File: src/rtl/lsu_pkg.sv
// rtl/lsu_pkg.sv - shared types and constants for the load/store unit
package lsu_pkg;
    typedef enum logic [1:0] {IDLE, ACCESS, WRITE, RESP} lsu_state_e;
    localparam int DWORD_BYTES = 8;
    localparam int WORD_BYTES  = 4;
    localparam int LSU_DEPTH   = 10;
endpackage

File: src/rtl/lsu_align.sv
// rtl/lsu_align.sv - word extraction (sign-extended) and word merge into a dword
module lsu_align
    import lsu_pkg::*;
(
    input  logic [63:0] i_dword,
    input  logic        i_hi,
    input  logic [31:0] i_wword,
    output logic [63:0] o_load_word,
    output logic [63:0] o_merged
);
    localparam int WB = 8 * WORD_BYTES;

    logic [WB-1:0] w_half;

    assign w_half      = i_hi ? i_dword[2*WB-1:WB] : i_dword[WB-1:0];
    assign o_load_word = {{WB{w_half[WB-1]}}, w_half};
    assign o_merged    = i_hi ? {i_wword, i_dword[WB-1:0]} : {i_dword[2*WB-1:WB], i_wword};
endmodule

File: src/rtl/load_store_unit.sv
// rtl/load_store_unit.sv - data-memory initiator with word read-modify-write stores
module load_store_unit
    import lsu_pkg::*;
#(
    parameter int DEPTH = LSU_DEPTH
) (
    input  logic        clk,
    input  logic        rst,
    input  logic        req_valid,
    output logic        req_ready,
    input  logic        req_store,
    input  logic        req_dword,
    input  logic [63:0] req_addr,
    input  logic [63:0] req_wdata,
    output logic        resp_valid,
    input  logic        resp_ready,
    output logic [63:0] resp_rdata,
    output logic        resp_err,
    output logic [63:0] mem_addr,
    output logic [63:0] mem_wdata,
    output logic        mem_wr,
    output logic        mem_type,
    input  logic [63:0] mem_rdata
);
    localparam logic [63:0] LIMIT = 64'(DEPTH * DWORD_BYTES);

    lsu_state_e  r_state;
    logic        r_store;
    logic        r_dword;
    logic [61:0] r_addr;      // byte address without bits [1:0], never needed after the check
    logic [63:0] r_wdata;
    logic [63:0] r_merged;
    logic [63:0] r_rdata;
    logic        r_err;

    logic        w_bad;
    logic        w_busy;
    logic        w_wr_cycle;
    logic [63:0] w_load_word;
    logic [63:0] w_merged;

    lsu_align u_align (
        .i_dword     (mem_rdata),
        .i_hi        (r_addr[0]),
        .i_wword     (r_wdata[31:0]),
        .o_load_word (w_load_word),
        .o_merged    (w_merged)
    );

    assign w_bad = (req_dword ? (req_addr[2:0] != 3'd0) : (req_addr[1:0] != 2'd0))
                   || (req_addr >= LIMIT);

    assign w_busy     = (r_state == ACCESS) || (r_state == WRITE);
    assign w_wr_cycle = ((r_state == ACCESS) && r_store && r_dword) || (r_state == WRITE);

    assign req_ready  = (r_state == IDLE);
    assign resp_valid = (r_state == RESP);
    assign resp_rdata = r_rdata;
    assign resp_err   = r_err;
    assign mem_type   = 1'b1;
    assign mem_addr   = w_busy ? {r_addr[61:1], 3'b000} : 64'd0;
    assign mem_wdata  = (r_state == WRITE) ? r_merged :
                        (w_wr_cycle ? r_wdata : 64'd0);
    // Gated by rst so a write can never commit on a reset edge.
    assign mem_wr     = w_wr_cycle && !rst;

    always_ff @(posedge clk) begin
        if (rst) begin
            r_state  <= IDLE;
            r_store  <= 1'b0;
            r_dword  <= 1'b0;
            r_addr   <= '0;
            r_wdata  <= '0;
            r_merged <= '0;
            r_rdata  <= '0;
            r_err    <= 1'b0;
        end else begin
            case (r_state)
                IDLE: begin
                    if (req_valid) begin
                        r_store <= req_store;
                        r_dword <= req_dword;
                        r_addr  <= req_addr[63:2];
                        r_wdata <= req_wdata;
                        r_rdata <= '0;
                        r_err   <= w_bad;
                        r_state <= w_bad ? RESP : ACCESS;
                    end
                end
                ACCESS: begin
                    if (!r_store) begin
                        r_rdata <= r_dword ? mem_rdata : w_load_word;
                        r_state <= RESP;
                    end else if (r_dword) begin
                        r_state <= RESP;
                    end else begin
                        r_merged <= w_merged;
                        r_state  <= WRITE;
                    end
                end
                WRITE: r_state <= RESP;
                RESP: begin
                    if (resp_ready) r_state <= IDLE;
                end
                default: r_state <= IDLE;
            endcase
        end
    end
endmodule

File: config.mk
export PLATFORM = sky130hd
export DESIGN_NAME = load_store_unit
export DESIGN_NICKNAME = d
export VERILOG_FILES = /design/src/rtl/lsu_pkg.sv /design/src/rtl/lsu_align.sv /design/src/rtl/load_store_unit.sv
export SDC_FILE = /design/constraint.sdc
export NUM_CORES = 1
export LEC_CHECK = 0
export CAP_MARGIN = 20
export CORE_ASPECT_RATIO = 0.8
export CORE_MARGIN = 5
export CORE_UTILIZATION = 42
export DETAILED_ROUTE_END_ITERATION = 8
export PLACE_DENSITY = 0.77
export SYNTH_ARGS = -nofsm -noshare
export SYNTH_HDL_FRONTEND = slang
export SYNTH_SLANG_ARGS = --single-unit
File: constraint.sdc
create_clock -name clk -period 1.6 [get_ports clk]
set_input_delay 0.24 -clock clk [delete_from_list [all_inputs] [get_ports clk]]
set_output_delay 0.24 -clock clk [all_outputs]
set_load 0.01 [all_outputs]
## After elaboration in Yosys (flattened, before gate mapping)

Cells that the tools add are included.

| word-level totals | value |
|---|---|
| register bits | 259 |
| bits of input ports | 198 |
| output and inout port bits | 197 |

| operators by class | value |
|---|---|
| $lt $le $gt $ge | 1 |
| eq/ne operators | 6 |
| muxes and demuxes | 16 |
| bitwise gates (word level) | 1 |
| reduce and logical (&&, ||, !) cells | 15 |

Operators by type and width:

| operator | number |
|---|---|
| 2-to-1 mux 64 bit | 7 |
| one-hot mux 64 bit (2 select lines) | 1 |
| greater-or-equal comparator 64 x 7 -> 1 bit, second input constant | 1 |
| 2-to-1 mux 32 bit | 1 |
| one-hot mux 2 bit (4 select lines) | 1 |
| 2-to-1 mux 2 bit | 3 |
| AND reduction 3 bit | 2 |
| == test 2 bit, second input constant | 2 |
| inequality test 2 bit, second input constant | 2 |
| AND reduction 2 bit | 2 |
| nonzero test 2 bit | 2 |
| logical AND 1 bit | 3 |
| logical OR 1 bit | 3 |
| 2-to-1 mux 1 bit | 3 |
| nonzero test 3 bit | 1 |
| == test 2 x 1 -> 1 bit, second input constant | 1 |
| zero test 2 bit | 1 |
| inequality test 2 x 1 -> 1 bit, second input constant | 1 |
| zero test 1 bit | 1 |
| inverter 1 bit | 1 |

## Longest topological paths before layout

Gate-level depths: netlist of the first run.

| logic depth | value |
|---|---|
| depth in word-level cells | 6 |
| depth in mapped cells | 10 |
| mapped depth without buffers | 7 |

## By module

From an unflattened synthesis of the first run, not the netlist that was laid out.

| second synthesis, totals | value |
|---|---|
| cells, all modules | 1595 |
| area total of the unflattened synthesis | 13337.8 sq um |

Modules (own cells, without submodules):

| module | instances | cells an instance | area each (sq um) | seq. area each (sq um) |
|---|---|---|---|---|
| load_store_unit | 1 | 1456 | 11735.0 | 5185.0 |
| lsu_align | 1 | 139 | 1602.8 | 0.0 |

## Worst setup path before layout of the first run

No wires, ideal clock.

| timing | value |
|---|---|
| path type | reg-to-reg |
| start | register r_state[0] |
| end | register r_rdata[44], in the netlist resp_rdata[44] |
| data arrival time | 1624 ps |
| path slack | -157 ps |
| cell stages (with the launch flop) | 9 |
| path buffers | 2 |
| period minus slack after synthesis | 1757 ps |
| cells stage by stage | dfxtp_1 -> inv_1 -> ha_1 -> and2b_4 -> a21o_1 -> buf_4 -> buf_6 -> a22oi_2 -> nor2_2 |

| between the ends | value |
|---|---|
| word-level cells in the longest chain between the ends | 3 |

Ends and longest elaborated chain:

| what | line | source |
|---|---|---|
| start: declaration | load_store_unit.sv:27 | `lsu_state_e r_state;` |
| start signal: assignment | load_store_unit.sv:87 | `r_state <= w_bad ? RESP : ACCESS;` |
| zero test 2 bit * | -- |  |
| via req_ready | load_store_unit.sv:10 | `output logic req_ready,` |
| inequality test 2 bit (no line) or nonzero test 2 bit (tied branches) | -- |  |
| AND reduction 3 bit (no line) | -- |  |
| end signal: assignment | load_store_unit.sv:92 | `r_rdata <= r_dword ? mem_rdata : w_load_word;` |
| end: declaration | load_store_unit.sv:33 | `logic [63:0] r_rdata;` |

The timed path passes the listed nets; every way through them passes the cells marked *.
A chain may end at the register's enable or synchronous reset.

## Final worst setup path of the first run

| timing | value |
|---|---|
| start | register r_state[0] |
| end | output port mem_wdata[50] |

| between the ends | value |
|---|---|
| word-level cells in the longest chain between the ends | 6 |

Ends and longest elaborated chain:

| what | line | source |
|---|---|---|
| == test 2 x 1 -> 1 bit | load_store_unit.sv:54 | `assign w_wr_cycle = ((r_state == ACCESS) && r_store && r_dword) \|\| (r_state == WRITE);` |
| logical AND 1 bit (2 in a row) | load_store_unit.sv:54 |  |
| logical OR 1 bit | load_store_unit.sv:54 |  |
| 2-to-1 mux 64 bit | load_store_unit.sv:63 | `(w_wr_cycle ? r_wdata : 64'd0);` |
| 2-to-1 mux 64 bit * | load_store_unit.sv:62 | `assign mem_wdata = (r_state == WRITE) ? r_merged :` |
| end: declaration | load_store_unit.sv:20 | `output logic [63:0] mem_wdata,` |

Every way passes the cells marked *; elsewhere a longest branch is shown, timed or not.

==> results.json, run 1 <==
{
  "ant_nets": 0,
  "yosysTopAreaCell": "dfxtp_1",
  "clk_pin_slew_ns": 0.06,
  "slew_headroom": 0.6422,
  "drive_above_1_share": 0.3460,
  "path_max_fanout": 4,
  "clk_path_buf_depth": 3,
  "antenna_found_initial": 3,
  "hold_ws_ns": 0.1960,
  "max-vdd-ir-drop_mv": 1.222,
  "cts.sinks": 259,
  "cts.htree.levels": 1,
  "stdcell_count": 2366,
  "dp_slack_ns": -0.4502,
  "holdPathStages": 3,
  "cpPeakStageDelay_ns": 0.34,
  "io_buffers": 390,
  "p_leak_nw": 7.768,
  "fin_crit_sh": 1.439,
  "placementRows": 55,
  "status": "finished with violations",
  "cp_slowest_cell": "dfxtp_2",
  "die_w_microns": 199.5,
  "multi_input_area_sq_um": 7481,
  "finalWeightedCongestion": 0.9137,
  "place_hpwl_microns": 31040,
  "syn_inst": 1475,
  "cp.arrival_ns": 2.06,
  "first_pass_iters": 5,
  "critical_path.endpoint_type": "output pin",
  "final_area_sq_um": 21020,
  "synth_seq_area_share": 0.4295,
  "setup_viol": 328,
  "drv_cap": 0,
  "finalHoldViolCount": 0,
  "fmax_ghz": 0.4344,
  "synth.top_cell.area_share": 0.4295,
  "hold_path.class": "in -> reg",
  "fillers": 1850,
  "synth_seq_cells": 259,
  "slew_viol_final": 0,
  "syn_area_per_cell_sq_um": 8.184,
  "syn2layout_area_growth_pct": 74.15,
  "numCtsBuffers": 28,
  "wl_per_cell_microns": 22.69,
  "overflow": 0,
  "netlist_area_sq_um": 12070,
  "rr_worst_depth": 10,
  "initial_core_util": 0.4268,
  "dp_cells": 2201,
  "grtUsageTotal": 0.2793,
  "rsz0062_at_grt": "yes",
  "insertion_delay_ns": 0.54,
  "post_synth_num_cell_types": 44,
  "tritoncts": "built",
  "cp_cell_sequence": "buf_6 -> ha_4 -> a31oi_4 -> buf_6 -> buf_12 -> buf_12 -> buf_8 -> nor2_2 -> buf_2",
  "finalCriticalPeriod_ns": 2.302,
  "dpl_cell_area_sq_um": 16990,
  "synth-edff-count": 0,
  "critical_path_cell_count": 9,
  "violations": "setup timing",
  "grt_max_degree": 97,
  "clock_skew_ns": 0.01163,
  "fin_nets": 2175,
  "drt_iter0_markers": 948,
  "regArea_sq_um": 5195,
  "wl_microns": 53680,
  "async_flop_share": 0,
  "die_height_microns": 161.6,
  "power_density_nw_per_um2": 1654,
  "critical_path_buf_inv_count": 6,
  "coreArea_sq_um": 28280,
  "vias": 13300,
  "synthFlopType": "dfxtp_1",
  "tightestPinTransition_ns": 0.5367,
  "grt_pass1_wl_microns": 71230,
  "critPathTopFamily": "buffers and inverters",
  "root_buffer": "clkbuf_16",
  "design.die.area_sq_um": 32250,
  "netlist_top_cells_area": "dfxtp_1 43%, nand2_1 11%, mux2i_1 11%",
  "startpoint_type": "flop",
  "setup_ws_ns": -0.7019,
  "via_per_inst": 5.621,
  "first_global_vias": 12590,
  "crit_type": "reg -> out",
  "ys_warn_count": 0,
  "route.detailed.drc": 0,
  "crit_required_ns": 1.36,
  "ios": 395
}
[cells by family (layout without fill, tap and decap cells)]
| kind of cell | after synthesis | in the layout | share of synthesized area |
|---|---|---|---|
| muxes | 160 | 160 | 0.1359 |
| buffers and inverters | 137 | 654 | 0.05649 |
| other | 2 | 6 | 0.0006221 |
| and+or+nand+nor | 644 | 644 | 0.2270 |
| DFF | 259 | 259 | 0.4295 |
| AOI/OAI and AO/OA | 269 | 269 | 0.1464 |
| adders and majority gates | 4 | 4 | 0.004146 |
[power by group]
part | internal, mW | leakage (nW) | switching [mW]
combinational | 10.3 | 5.19 | 9.46
clock | 4.02 | 0.470 | 2.73
sequential | 7.46 | 2.11 | 0.806
total | 21.8 | 7.77 | 13.0
[path summary, 6_finish.rpt]
| check | startpoint | slack (ns) | to |
|---|---|---|---|
| worst max-delay path | r_state[0] | -0.70 | mem_wdata[50] |
| worst min-delay path | rst | 0.20 | r_merged[7] |
| worst max register to register | r_state[0] | -0.38 | resp_rdata[31] |
| worst min register to register | r_wdata[58] | 0.45 | r_wdata[58] |
[cell usage after synthesis, drive strengths merged (2+ instances only)]
cell type	number
a211oi	66
a21oi	162
a22oi	33
and2	63
and2b	2
buf	77
clkbuf	56
conb	2
dfxtp	259
ha	4
inv	4
mux2	31
mux2i	129
nand2	356
nand2b	3
nand3	31
nand3b	2
nand4	2
nor2	165
nor3	2
nor4	14
o21ai	3
[cell usage in the layout (no fill, tap or decap), types with 33 or more instances in the layout]
| cell | n |
|---|---|
| buf_4 | 70 |
| buf_12 | 62 |
| nand2_1 | 339 |
| nor2_2 | 36 |
| dfxtp_1 | 255 |
| nor2_1 | 103 |
| clkdlybuf4s50_1 | 261 |
| a211oi_1 | 47 |
| buf_6 | 125 |
| mux2i_1 | 93 |
| and2_4 | 62 |
| buf_2 | 33 |
| a21oi_1 | 138 |
| clkbuf_16 | 44 |
[cell type report]
type / count / area share
multi-input combinational: 1081 / 0.3558
antenna: 2 / 0.0002381
tap: 370 / 0.02202
inverter: 4 / 0.0008332
sequential: 259 / 0.2471
clock inverter: 11 / 0.006309
clock buffer: 40 / 0.03886
timing repair buffer: 599 / 0.3288
[state kept, by name (all words and copies together), names as in the netlist]
signal,count
r_wdata,64
r_store,1
resp_rdata,64
r_merged,64
r_addr,62
r_state,2
resp_err,1
r_dword,1
[stage by stage]
step / utilization / power, mW / setup TNS (ns)
after floorplan: - / 14.28 / -0.6942
after global placement: 0.6006 / 18.89 / -71.74
after detailed placement: 0.6006 / 19.09 / -82.62
after CTS: 0.6602 / 30.39 / -109.65
after global routing: 0.7433 / 35.98 / -138.21
final: 0.7433 / 34.77 / -116.24
[repair_timing]
action                     4_1_cts  5_1_grt
hold buffers                     0        0
cloned                          19       18
setup buffers                   33       56
setup endpoints to repair      451      442
resized for setup              600      417
pin swaps                       19      133
[tightest hold or removal path, cell delays in order]
cell	delay, ns
clkbuf_8	0.14
buf_4	0.25
a211oi_2	0.05
[routing by layer]
layer / up-vias / part of all wire / global-route usage
met5: - / 0.00020 / 0
met4: 2 / 0.041 / 0.09259
met3: 161 / 0.095 / 0.07383
met2: 740 / 0.46 / 0.4458
met1: 6393 / 0.40 / 0.3685
li1: 6004 / - / -
No activity file was read; power rests on OpenSTA's default activity.
==> run 2, diff against run 1 <==
--- a/config.mk
+++ b/config.mk
@@ -14,3 +14,4 @@
 export SYNTH_ARGS = -nofsm -noshare
 export SYNTH_HDL_FRONTEND = slang
 export SYNTH_SLANG_ARGS = --single-unit
+export TNS_END_PERCENT = 20
==> run 2 against run 1 <==
Compared with the run above:
- the flow still finishes with violations (setup timing)
- total power down 11%
- cell count shrank 1.8%
- sequential power down 0.7%
- critical path depth shrank 1
- clock-buffer cell count stayed put
- sequential share of layout area increased by 1.4 points
- largest cell class unchanged
==> results.json, run 2 (synthesis gave the netlist of run 1 again) <==
{
  "status": "finished with violations",
  "syn2layout_area_growth_pct": 64.83,
  "regArea_sq_um": 5195,
  "cts.htree.levels": 1,
  "power_frac_clock": 0.217,
  "max-vdd-ir-drop_mv": 1.212,
  "ios": 395,
  "antenna_found_initial": 3,
  "power_mw": 30.98,
  "dp_slack_ns": -0.4502,
  "utilization": 0.7035,
  "grtUsageTotal": 0.2691,
  "coreArea_sq_um": 28280,
  "multi_input_area_sq_um": 7142,
  "path_max_fanout": 6,
  "cts.sinks": 259,
  "fin_crit_sh": 1.461,
  "numCtsBuffers": 28,
  "grt_pass1_wl_microns": 69120,
  "ant_nets": 0,
  "fmax_ghz": 0.4278,
  "place_hpwl_microns": 31040,
  "drive_above_1_share": 0.3007,
  "io_buffers": 390,
  "first_pass_iters": 5,
  "fillers": 2021,
  "vias": 12774,
  "slew_viol_final": 0,
  "root_buffer": "clkbuf_16",
  "cp.arrival_ns": 2.10,
  "clk_path_buf_depth": 3,
  "p_switching_mw": 11.40,
  "finalCriticalPeriod_ns": 2.338,
  "layout_common_cells": "352 x nand2_1, 255 x dfxtp_1, 221 x clkdlybuf4s50_1, 129 x a21oi_1, 115 x nor2_1",
  "startpoint_type": "flop",
  "route.detailed.drc": 0,
  "insertion_delay_ns": 0.54,
  "hold_path.class": "in -> reg",
  "grt_max_degree": 97,
  "first_global_vias": 12365,
  "power.internal_mw": 19.58,
  "combPwrFrac": 0.518,
  "clk_pin_slew_ns": 0.06,
  "placementRows": 55,
  "fin_nets": 2133,
  "finalHoldViolCount": 0,
  "rsz0062_at_grt": "yes",
  "overflow": 0,
  "final_common_cell": "nand2_1",
  "wl_per_cell_microns": 21.14,
  "drv_cap": 0,
  "hold_buffers": 0,
  "crit_required_ns": 1.36,
  "setup_tns_ns": -101.73,
  "setup_viol": 324,
  "wl_microns": 49140,
  "die_w_microns": 199.5,
  "finalWeightedCongestion": 0.9137,
  "violations": "setup timing",
  "hold_ws_ns": 0.2051,
  "via_per_inst": 5.497,
  "crit_type": "reg -> out",
  "clock_skew_ns": 0.01253,
  "die_height_microns": 161.6,
  "design.die.area_sq_um": 32250,
  "switching_share": 0.3680,
  "p_seq_frac": 0.265,
  "power_density_nw_per_um2": 1557,
  "tritoncts": "built",
  "setup_ws_ns": -0.7375,
  "p_leak_nw": 8.049,
  "critical_path.endpoint_type": "output pin",
  "drt_iter0_markers": 834,
  "initial_core_util": 0.4268
}
run 2: timing repair:
item,in CTS,in global routing
buffers inserted,25,37
pin swaps,14,116
setup endpoints to repair,451,450
cloned,11,4
resized for setup,489,417
run 2: path summary, 6_finish.rpt:
check                                     from              to  slack (ns)  depth (start not counted)
worst max-delay path                r_state[0]   mem_wdata[50]       -0.74                          8
worst min-delay path                       rst      r_wdata[2]        0.21                          3
worst max register to register      r_state[0]  resp_rdata[41]       -0.34                         10
worst min register to register  resp_rdata[29]  resp_rdata[29]        0.45                          2
run 2: layout make-up:
| cell class | count | area share |
|---|---|---|
| Antenna cell | 2 | 0.0002515 |
| Tap cell | 370 | 0.02327 |
| Multi-Input combinational cell | 1081 | 0.3589 |
| Clock inverter | 11 | 0.006665 |
| Sequential cell | 259 | 0.2611 |
| Inverter | 4 | 0.0008803 |
| Timing Repair Buffer | 557 | 0.3079 |
| Clock buffer | 40 | 0.04106 |
run 2: power by group through the flow:
stage                     logic [mW]  registers, mW  clock network, mW
after global placement          10.7           8.16                  0
after detailed placement        10.9           8.20                  0
after global routing            16.9           8.30               7.07
final                           16.1           8.20               6.73
after CTS                       13.4           8.10               6.82
after floorplan                 6.14           8.14                  0
run 2: per-stage QoR:
step                      cell area, sq um  instances
after CTS                            18290       2287
after floorplan                      12120       1477
final                                19900       2324
after global routing                 19900       2324
after detailed placement             16990       2201
after global placement               16990       2201
run 2: critical path, cell delays in order, from the launching register on:
cell	delay [ns]
dfxtp_2	0.34
buf_6	0.12
ha_4	0.16
a31oi_4	0.26
buf_6	0.20
buf_12	0.15
buf_12	0.12
nor2_1	0.05
buf_2	0.14
run 2: metal layers:
| layer | part of all wire | GRT usage |
|---|---|---|
| met2 | 0.47 | 0.4343 |
| met4 | 0.038 | 0.09167 |
| met5 | 0.00022 | 0 |
| met1 | 0.41 | 0.3539 |
| met3 | 0.091 | 0.06486 |
==> run 3, diff against run 2 <==
--- a/config.mk
+++ b/config.mk
@@ -8,9 +8,9 @@
 export CAP_MARGIN = 20
 export CORE_ASPECT_RATIO = 0.8
 export CORE_MARGIN = 5
-export CORE_UTILIZATION = 42
+export CORE_UTILIZATION = 47
 export DETAILED_ROUTE_END_ITERATION = 8
-export PLACE_DENSITY = 0.77
+export PLACE_DENSITY = 0.82
 export SYNTH_ARGS = -nofsm -noshare
 export SYNTH_HDL_FRONTEND = slang
 export SYNTH_SLANG_ARGS = --single-unit
==> constraint.sdc (replaced) <==
create_clock -name clk -period 2.5 [get_ports clk]
set_input_delay 0.375 -clock clk [delete_from_list [all_inputs] [get_ports clk]]
set_output_delay 0.375 -clock clk [all_outputs]
set_load 0.01 [all_outputs]
==> run 3 against run 2 <==
Compared with the run above:
- total power fell by 47%
- global-route usage rose by 1.7 points
- clock-buffer cell count fell by 2
- combinational power fell by 55%
- sequential cell count did not move
- cell count fell by 6.9%
- the run now ends clean
- worst hold slack got worse by 0.081 ns
- sequential share of layout area rose by 4.0 points
- sequential power fell by 37%
- design area fell by 13%
- wire length fell by 11%
- largest cell class unchanged
- clock skew rose by 0.0099 ns
==> results.json, run 3 (synthesis gave the netlist of run 1 again) <==
{
  "grt_max_degree": 123,
  "grtUsageTotal": 0.2865,
  "fin_nets": 2024,
  "antenna_found_initial": 2,
  "drive_above_1_share": 0.1289,
  "numCtsBuffers": 27,
  "cp_cell_sequence": "inv_4 -> ha_4 -> buf_12 -> a31oi_4 -> buf_6 -> buf_12 -> buf_12 -> buf_16 -> nor2_1 -> buf_2",
  "ant_nets": 0,
  "dp_cells": 2092,
  "finalHoldViolCount": 0,
  "drt_iter0_markers": 850,
  "utilization": 0.6819,
  "fin_crit_sh": 0.9936,
  "overflow": 0,
  "status": "finished, final reports clean",
  "cp_slowest_cell": "dfxtp_2",
  "syn2layout_area_growth_pct": 42.96,
  "cp.arrival_ns": 2.11,
  "crit_required_ns": 2.12,
  "insertion_delay_ns": 0.54,
  "path_max_fanout": 9,
  "first_global_vias": 12016,
  "route.detailed.drc": 0,
  "die_height_microns": 153.3,
  "placementRows": 52,
  "tightestPinTransition_ns": 0.8641,
  "final_area_sq_um": 17260,
  "place_hpwl_microns": 29130,
  "cpMostUsedCell": "buf_12",
  "critical_path_buf_inv_count": 7,
  "via_per_inst": 5.559,
  "dpl_cell_area_sq_um": 16220,
  "die_w_microns": 189.2,
  "wl_per_cell_microns": 20.25,
  "hold_ws_ns": 0.1243,
  "power_frac_clock": 0.241,
  "p_switching_mw": 6.113,
  "cts.htree.levels": 1,
  "hold_path.class": "in -> reg",
  "setup_viol": 0,
  "power.internal_mw": 10.27,
  "startpoint_type": "flop",
  "power_density_nw_per_um2": 949.1,
  "cts.sinks": 259,
  "clk_path_buf_depth": 3,
  "layout_common_cells": "355 x nand2_1, 263 x clkdlybuf4s50_1, 255 x dfxtp_1, 161 x a21oi_1, 149 x nor2_1",
  "drv_cap": 0,
  "rsz0062_at_grt": "yes",
  "cpPeakStageDelay_ns": 0.36,
  "initial_core_util": 0.4770,
  "critPathTopFamily": "buffers and inverters",
  "switching_share": 0.3732,
  "combPwrFrac": 0.442,
  "stdcell_count": 2163,
  "tritoncts": "built",
  "p_seq_frac": 0.318,
  "max-vdd-ir-drop_mv": 0.8106,
  "first_pass_iters": 5,
  "crit_type": "reg -> out",
  "design.die.area_sq_um": 29010,
  "finalCriticalPeriod_ns": 2.484,
  "slew_viol_final": 0,
  "clock_skew_ns": 0.02241,
  "final_common_cell": "nand2_1",
  "coreArea_sq_um": 25310,
  "fmax_ghz": 0.4026,
  "diodes": 0,
  "io_buffers": 390,
  "critical_path.endpoint_type": "output pin",
  "clk_pin_slew_ns": 0.06,
  "wl_microns": 43800,
  "p_leak_nw": 6.523,
  "grt_pass1_wl_microns": 67550,
  "root_buffer": "clkbuf_16",
  "ios": 395,
  "finalWeightedCongestion": 0.8813,
  "slew_headroom": 0.4239,
  "vias": 12024
}
==> run 3: what timing repair did <==
| item | in CTS | in global routing |
|---|---|---|
| endpoints found under the hold margin | 0 | 0 |
| cloned | 10 | 1 |
| setup endpoints to repair | 127 | 44 |
| gates resized for setup | 293 | 24 |
| buffers inserted | 15 | 0 |
| pin swaps | 4 | 2 |
| hold buffers | 0 | 0 |
==> run 3: path summary, 6_finish.rpt <==
| path | start | cells after the start | endpoint | slack, ns |
|---|---|---|---|---|
| min reg2reg | r_addr[12] | 2 | r_addr[12] | 0.45 |
| min | rst | 2 | resp_rdata[12] | 0.12 |
| max | r_state[0] | 10 | mem_wr | 0.02 |
| max reg2reg | r_state[0] | 8 | r_merged[55] | 0.22 |
==> run 3: through the flow <==
step / power (mW) / setup TNS [ns] / worst slack, ns
floorplan: 9.016 / 0 / 0.6125
global route: 17.16 / -0.3358 / -0.04357
CTS: 16.38 / -0.1299 / -0.02819
finish: 16.38 / 0 / 0.01591
detailed placement: 11.58 / 0 / 0.1280
global placement: 11.44 / 0 / 0.1586
==> run 3: power by group through the flow <==
stage          registers (mW)  clock network (mW)  logic (mW)
6_report                 5.20                3.94        7.23
3_3_place_gp             5.23                   0        6.21
4_1_cts                  5.19                4.00        7.20
5_1_grt                  5.26                4.18        7.72
3_5_place_dp             5.26                   0        6.31
2_1_floorplan            5.21                   0        3.81
==> run 3: metal layers <==
metal  global-route usage  vias to the layer above  part of all wire
met2               0.4799                      531              0.47
li1                     -                     5672                 -
met3              0.06156                      100             0.081
met1               0.3672                     5717              0.41
met4              0.09990                        4             0.036
met5                    0                        -           0.00062
==> run 3: area by class of cell <==
class                           instances  area, sq um
Inverter                                4        17.52
Timing Repair Buffer                  449         4478
Clock inverter                          8        71.32
Clock buffer                           38        787.0
Multi-Input combinational cell       1081         6304
Tap cell                              324        405.4
Sequential cell                       259         5195
Fill cell                            2058         8051
